--- config.mk ---
export PLATFORM = sky130hd
export DESIGN_NAME = sram_bus_bridge
export DESIGN_NICKNAME = d
export VERILOG_FILES = /design/src/rtl/sram_bus_bridge_pkg.sv /design/src/rtl/sram_bus_bridge.sv
export SDC_FILE = /design/constraint.sdc
export NUM_CORES = 1
export LEC_CHECK = 0
export ABC_AREA = 0
export CORE_MARGIN = 1
export CORE_UTILIZATION = 49
export CTS_BUF_LIST = sky130_fd_sc_hd__clkbuf_16
export DETAILED_ROUTE_END_ITERATION = 10
export GPL_ROUTABILITY_DRIVEN = 0
export GPL_TIMING_DRIVEN = 0
export HOLD_SLACK_MARGIN = 0.03
export PLACE_DENSITY = 0.86
export SKIP_CTS_REPAIR_TIMING = 1
export SLEW_MARGIN = 40
export SYNTH_ARGS = -nofsm -noshare
export SYNTH_HDL_FRONTEND = slang
export SYNTH_SLANG_ARGS = --single-unit
--- constraint.sdc ---
create_clock -name clk -period 19.8 [get_ports clk]
set_input_delay 2.97 -clock clk [delete_from_list [all_inputs] [get_ports clk]]
set_output_delay 2.97 -clock clk [all_outputs]
set_load 0.02 [all_outputs]
--- src/rtl/sram_bus_bridge_pkg.sv ---
// Shared definitions for the SRAM-port to request/response bus bridge:
// FSM state encoding, port indices and CTRL stall-bus position.
package sram_bus_bridge_pkg;

  localparam int BRIDGE_ST_W   = 3;
  // Bit of CTRL's stall bus that carries stallreq_from_mem.
  localparam int STALL_IDX_MEM = 3;

  localparam int   NUM_PORTS = 2;
  localparam logic PORT_INST = 1'b0;
  localparam logic PORT_DATA = 1'b1;

  typedef enum logic [BRIDGE_ST_W-1:0] {
    ST_IDLE   = 3'd0,
    ST_REQ_A  = 3'd1,
    ST_WAIT_A = 3'd2,
    ST_REQ_B  = 3'd3,
    ST_WAIT_B = 3'd4,
    ST_DONE   = 3'd5
  } bridge_st_e;

  function automatic logic st_is_req(input bridge_st_e s);
    return (s == ST_REQ_A) || (s == ST_REQ_B);
  endfunction

  function automatic logic st_is_wait(input bridge_st_e s);
    return (s == ST_WAIT_A) || (s == ST_WAIT_B);
  endfunction

endpackage

--- src/rtl/sram_bus_bridge.sv ---
// Serialises the core's inst/data SRAM accesses onto one request/response bus,
// one outstanding transaction at a time, stalling the pipeline meanwhile.
module sram_bus_bridge
  import sram_bus_bridge_pkg::*;
#(
  parameter int ADDR_W     = 32,
  parameter int DATA_W     = 32,
  parameter bit DATA_FIRST = 1'b1
) (
  input  logic                clk,
  input  logic                rst,
  input  logic                inst_en,
  input  logic [DATA_W/8-1:0] inst_wen,
  input  logic [ADDR_W-1:0]   inst_addr,
  input  logic [DATA_W-1:0]   inst_wdata,
  output logic [DATA_W-1:0]   inst_rdata,
  input  logic                data_en,
  input  logic [DATA_W/8-1:0] data_wen,
  input  logic [ADDR_W-1:0]   data_addr,
  input  logic [DATA_W-1:0]   data_wdata,
  output logic [DATA_W-1:0]   data_rdata,
  output logic                stallreq_from_mem,
  output logic                bus_req,
  output logic                bus_we,
  output logic [DATA_W/8-1:0] bus_wstrb,
  output logic [ADDR_W-1:0]   bus_addr,
  output logic [DATA_W-1:0]   bus_wdata,
  input  logic                bus_addr_ok,
  input  logic                bus_data_ok,
  input  logic [DATA_W-1:0]   bus_rdata
);

  localparam int   STRB_W = DATA_W / 8;
  localparam logic IDX_A  = DATA_FIRST ? PORT_DATA : PORT_INST;
  localparam logic IDX_B  = DATA_FIRST ? PORT_INST : PORT_DATA;

  typedef struct packed {
    logic              en;
    logic [STRB_W-1:0] wen;
    logic [ADDR_W-1:0] addr;
    logic [DATA_W-1:0] wdata;
  } port_req_t;

  port_req_t         port_in [NUM_PORTS];
  port_req_t         port_q  [NUM_PORTS];
  logic [DATA_W-1:0] rdata_q [NUM_PORTS];

  bridge_st_e state, state_nxt;
  logic       any_en, latch, take_resp, b_pending, cur_sel;
  port_req_t  cur;

  assign port_in[PORT_INST] = '{en: inst_en, wen: inst_wen, addr: inst_addr, wdata: inst_wdata};
  assign port_in[PORT_DATA] = '{en: data_en, wen: data_wen, addr: data_addr, wdata: data_wdata};

  assign any_en    = inst_en | data_en;
  assign latch     = (state == ST_IDLE) && any_en;
  assign b_pending = port_q[IDX_B].en;
  assign cur_sel   = (state == ST_REQ_B || state == ST_WAIT_B) ? IDX_B : IDX_A;
  assign cur       = port_q[cur_sel];

  // A response counts in WAIT, or in REQ when it arrives together with the accept.
  assign take_resp = bus_data_ok &&
                     (st_is_wait(state) || (st_is_req(state) && bus_addr_ok));

  for (genvar p = 0; p < NUM_PORTS; p++) begin : g_port
    always_ff @(posedge clk or posedge rst) begin
      if (rst) begin
        port_q[p]  <= '0;
        rdata_q[p] <= '0;
      end else begin
        if (latch) port_q[p] <= port_in[p];
        if (take_resp && (cur_sel == 1'(p)) && ~|port_q[p].wen)
          rdata_q[p] <= bus_rdata;
      end
    end
  end

  assign inst_rdata = rdata_q[PORT_INST];
  assign data_rdata = rdata_q[PORT_DATA];

  always_ff @(posedge clk or posedge rst) begin
    if (rst) state <= ST_IDLE;
    else     state <= state_nxt;
  end

  always_comb begin
    state_nxt = state;
    unique case (state)
      ST_IDLE:
        if (any_en) state_nxt = port_in[IDX_A].en ? ST_REQ_A : ST_REQ_B;
      ST_REQ_A:
        if (take_resp)        state_nxt = b_pending ? ST_REQ_B : ST_DONE;
        else if (bus_addr_ok) state_nxt = ST_WAIT_A;
      ST_WAIT_A:
        if (take_resp) state_nxt = b_pending ? ST_REQ_B : ST_DONE;
      ST_REQ_B:
        if (take_resp)        state_nxt = ST_DONE;
        else if (bus_addr_ok) state_nxt = ST_WAIT_B;
      ST_WAIT_B:
        if (take_resp) state_nxt = ST_DONE;
      ST_DONE:
        state_nxt = ST_IDLE;
      default:
        state_nxt = ST_IDLE;
    endcase
  end

  // DONE drops stall for one cycle so the pipeline moves past the held request.
  always_comb begin
    stallreq_from_mem = 1'b0;
    bus_req           = 1'b0;
    bus_we            = 1'b0;
    bus_wstrb         = '0;
    bus_addr          = '0;
    bus_wdata         = '0;
    case (state)
      ST_IDLE: stallreq_from_mem = any_en;
      ST_REQ_A, ST_REQ_B: begin
        stallreq_from_mem = 1'b1;
        bus_req           = 1'b1;
        bus_we            = |cur.wen;
        bus_wstrb         = cur.wen;
        bus_addr          = cur.addr;
        bus_wdata         = cur.wdata;
      end
      ST_WAIT_A, ST_WAIT_B: stallreq_from_mem = 1'b1;
      default: ;
    endcase
  end

endmodule
==> impl_metrics.csv <==
group,metric,value,unit
sta,skew,5.55,ps
critical_path,worstPathRequired,16830,ps
sta,rsz0062_at_grt,"no",
power,finalPower,0.00215,W
sta,hold_viol,0,
critical_path,crit_top_cell,"clkdlybuf4s50_1",
grt,grt_max_degree,80,
finish,area_delta_synth_final,46.1,%
logic_synthesis,synth_top_area_share,57.0,%
power,p_leak,5.76,nW
sta,setup_viol,0,
finish,final_common_cell,"clkdlybuf4s50_1",
finish,fillers,1220,
die,dieWidth,137,um
critical_path,slowest_delay,580,ps
critical_path,cp_slowest_cell,"clkdlybuf4s50_1",
clock_network,cts_num_sinks,204,
sta,period_needed,7320,ps
sta,slew_violations,0,
sta,tns,0,ps
logic_synthesis,yosysWarnings,0,
clock_network,insertion_delay,500,ps
sta,worstMarginPinSlew,815,ps
critical_path,cp-end-kind,"primary output",
critical_path,path_max_fanout,4,
critical_path,critPathKind,"input pin to primary output",
finish,fin_nets,1143,
die,ioPinCount,309,
clock_network,root_buffer,"clkbuf_16",
power,ir_worst_vdd,0.114,mV
clock_network,clk_path_buf_depth,3,
sta,relSlewSlack,45.7,%
clock_network,cts_inserted_buffers,23,
sta,period_share,37.0,%
logic_synthesis,synth_cell_types,38,
logic_synthesis,ys_seq_area_share,57.0,%
logic_synthesis,synth_cells,634,
logic_synthesis,syn_area,8960,um2
drt,remaining_drc_errors,0,
die,initial_core_util,49.9,%
grt,grtUsageTotal,24.6,%
grt,grt_pass1_wl,35.6,mm
finish,drive_gt1_share,26.0,%
finish,final_cell_mix,"clkdlybuf4s50_1 (308), dfrtp_1 (204), mux2_2 (163)",
logic_synthesis,synth.avg_cell_area,14.1,um2
critical_path,crit_arrival,4350,ps
clock_network,path_clk_slew,50,ps
drt,ant_nets,0,
drt,drt_iter0_drc,197,
place,portBuffers,308,
drt,viasPerCell,5.25,
drt,vias,6370,
critical_path,crit_path_start_kind,"input pin",
power,powerDensity,164,nW/um2
run,maxCapViolCount,0,
hold_path,hold_class,"register to register",
die,die_area,18800,um2
logic_synthesis,synth_edf_count,0,
die,die_h,137,um
logic_synthesis,ys_async_sr_fraction,100,%
grt,grt_pass1_vias,6782,
drt,drt-wirelength-per-cell,19.2,um
status,status,"complete, no violations",
sta,max_freq,0.137,GHz
clock_network,cts_tree,"built",
die,std_cell_rows,49,
clock_network,htree_num_levels,1,
sta,holdWs,498,ps
place,hpwl,16.9,mm
grt,antenna_found_initial,2,
drt,first_pass_iters,4,
drt,routed_wl,23.2,mm
logic_synthesis,synth_nets,808,
logic_synthesis,synth_largest_area_cell,"dfrtp_1",
logic_synthesis,synth_area_leaders,"dfrtp_1 (57%), mux2_2 (20%), mux2i_1 (7.1%), mux2_4 (5.0%), nor2_1 (3.1%)",
critical_path,crit_chain,"clkdlybuf4s50_1, nor4_1, a21oi_1, clkdlybuf4s50_1",
grt,overflow,0,
logic_synthesis,ys.flop_type,"dfrtp_1",
logic_synthesis,ys_ff_latch,204,
die,fp.coreArea,18000,um2
-- sequential cells by signal (all words and copies together), names as in the netlist --
| name | count |
|---|---|
| b_pending | 1 |
| inst_rdata | 32 |
| state | 3 |
| port_q | 136 |
| data_rdata | 32 |
-- synth_stat cells (2+ instances only) --
master,instances
nor2_1,75
mux2i_1,64
o221ai_1,4
inv_1,6
o21ai_0,7
mux2_4,30
nand2b_1,2
buf_2,15
mux2_1,7
buf_6,3
buf_4,8
nor4_1,3
a21oi_1,2
nor3b_1,4
nand2_1,3
mux2_2,163
dfrtp_1,204
buf_1,7
clkbuf_1,8
-- area by class of cell --
class,instances,area [um2],area share [%]
diodes,1,2.50,0.0191
repair buffers,310,3140,24.0
clock inverters,16,120,0.918
clock buffers,23,576,4.40
inverters,6,30.0,0.229
plain buffers,41,225,1.72
flip-flops and latches,204,5100,39.0
well taps,229,287,2.19
multi-input cells,383,3610,27.6
-- report_power, final --
group	switching (W)	total (W)	internal, W
logic	0.000489	0.00103	0.000542
registers	0.000107	0.000716	0.000610
clock network	0.000165	0.000400	0.000235
-- critical path: cells and delay by family --
kind / cells / cell delay [ps]
AOI/OAI and AO/OA: 1 / 60
and+or+nand+nor: 1 / 270
buffers and inverters: 2 / 1040
-- metal layers --
metal  GRT usage, %  up-vias  part of all wire (%)
met2           43.3      255                    50
li1               -     2902                     -
met3           7.84       47                   9.0
met4           9.04        2                   2.8
met5              0        -                 0.056
met1           27.9     3164                    38
-- cells by family (layout without fill, tap and decap cells) --
logic type	Yosys count	after routing	synth area share, %
mux	264	264	33.5
flops	204	204	57.0
simple gates	96	96	4.85
buf+inv	47	396	2.76
compound gates	22	22	1.79
xor+xnor	1	1	0.0978
other cells	0	1	0
-- path summary, 6_finish.rpt --
check / cells past startpoint / to / start / slack, ps
max: 4 / stallreq_from_mem / data_en / 12480
min: 1 / data_rdata[13] / data_rdata[13] / 500
max reg2reg: 7 / data_rdata[14] / state[0] / 17560
min reg2reg: 1 / data_rdata[13] / data_rdata[13] / 500
max in group asynchronous: 3 / data_rdata[12] / rst / 16190
min in group asynchronous: 2 / port_q[36] / rst / 2870
-- per-stage QoR --
step	worst slack [ps]	area, um2	cells	utilization, %
after floorplan	11260	8960	634	-
after CTS	12480	13100	1212	72.9
after detailed placement	12480	12400	1173	69.0
final	12480	13100	1213	72.9
after global placement	8530	12300	1171	68.6
after global routing	12320	13100	1213	72.9
Power figures use the tool's default switching activity.
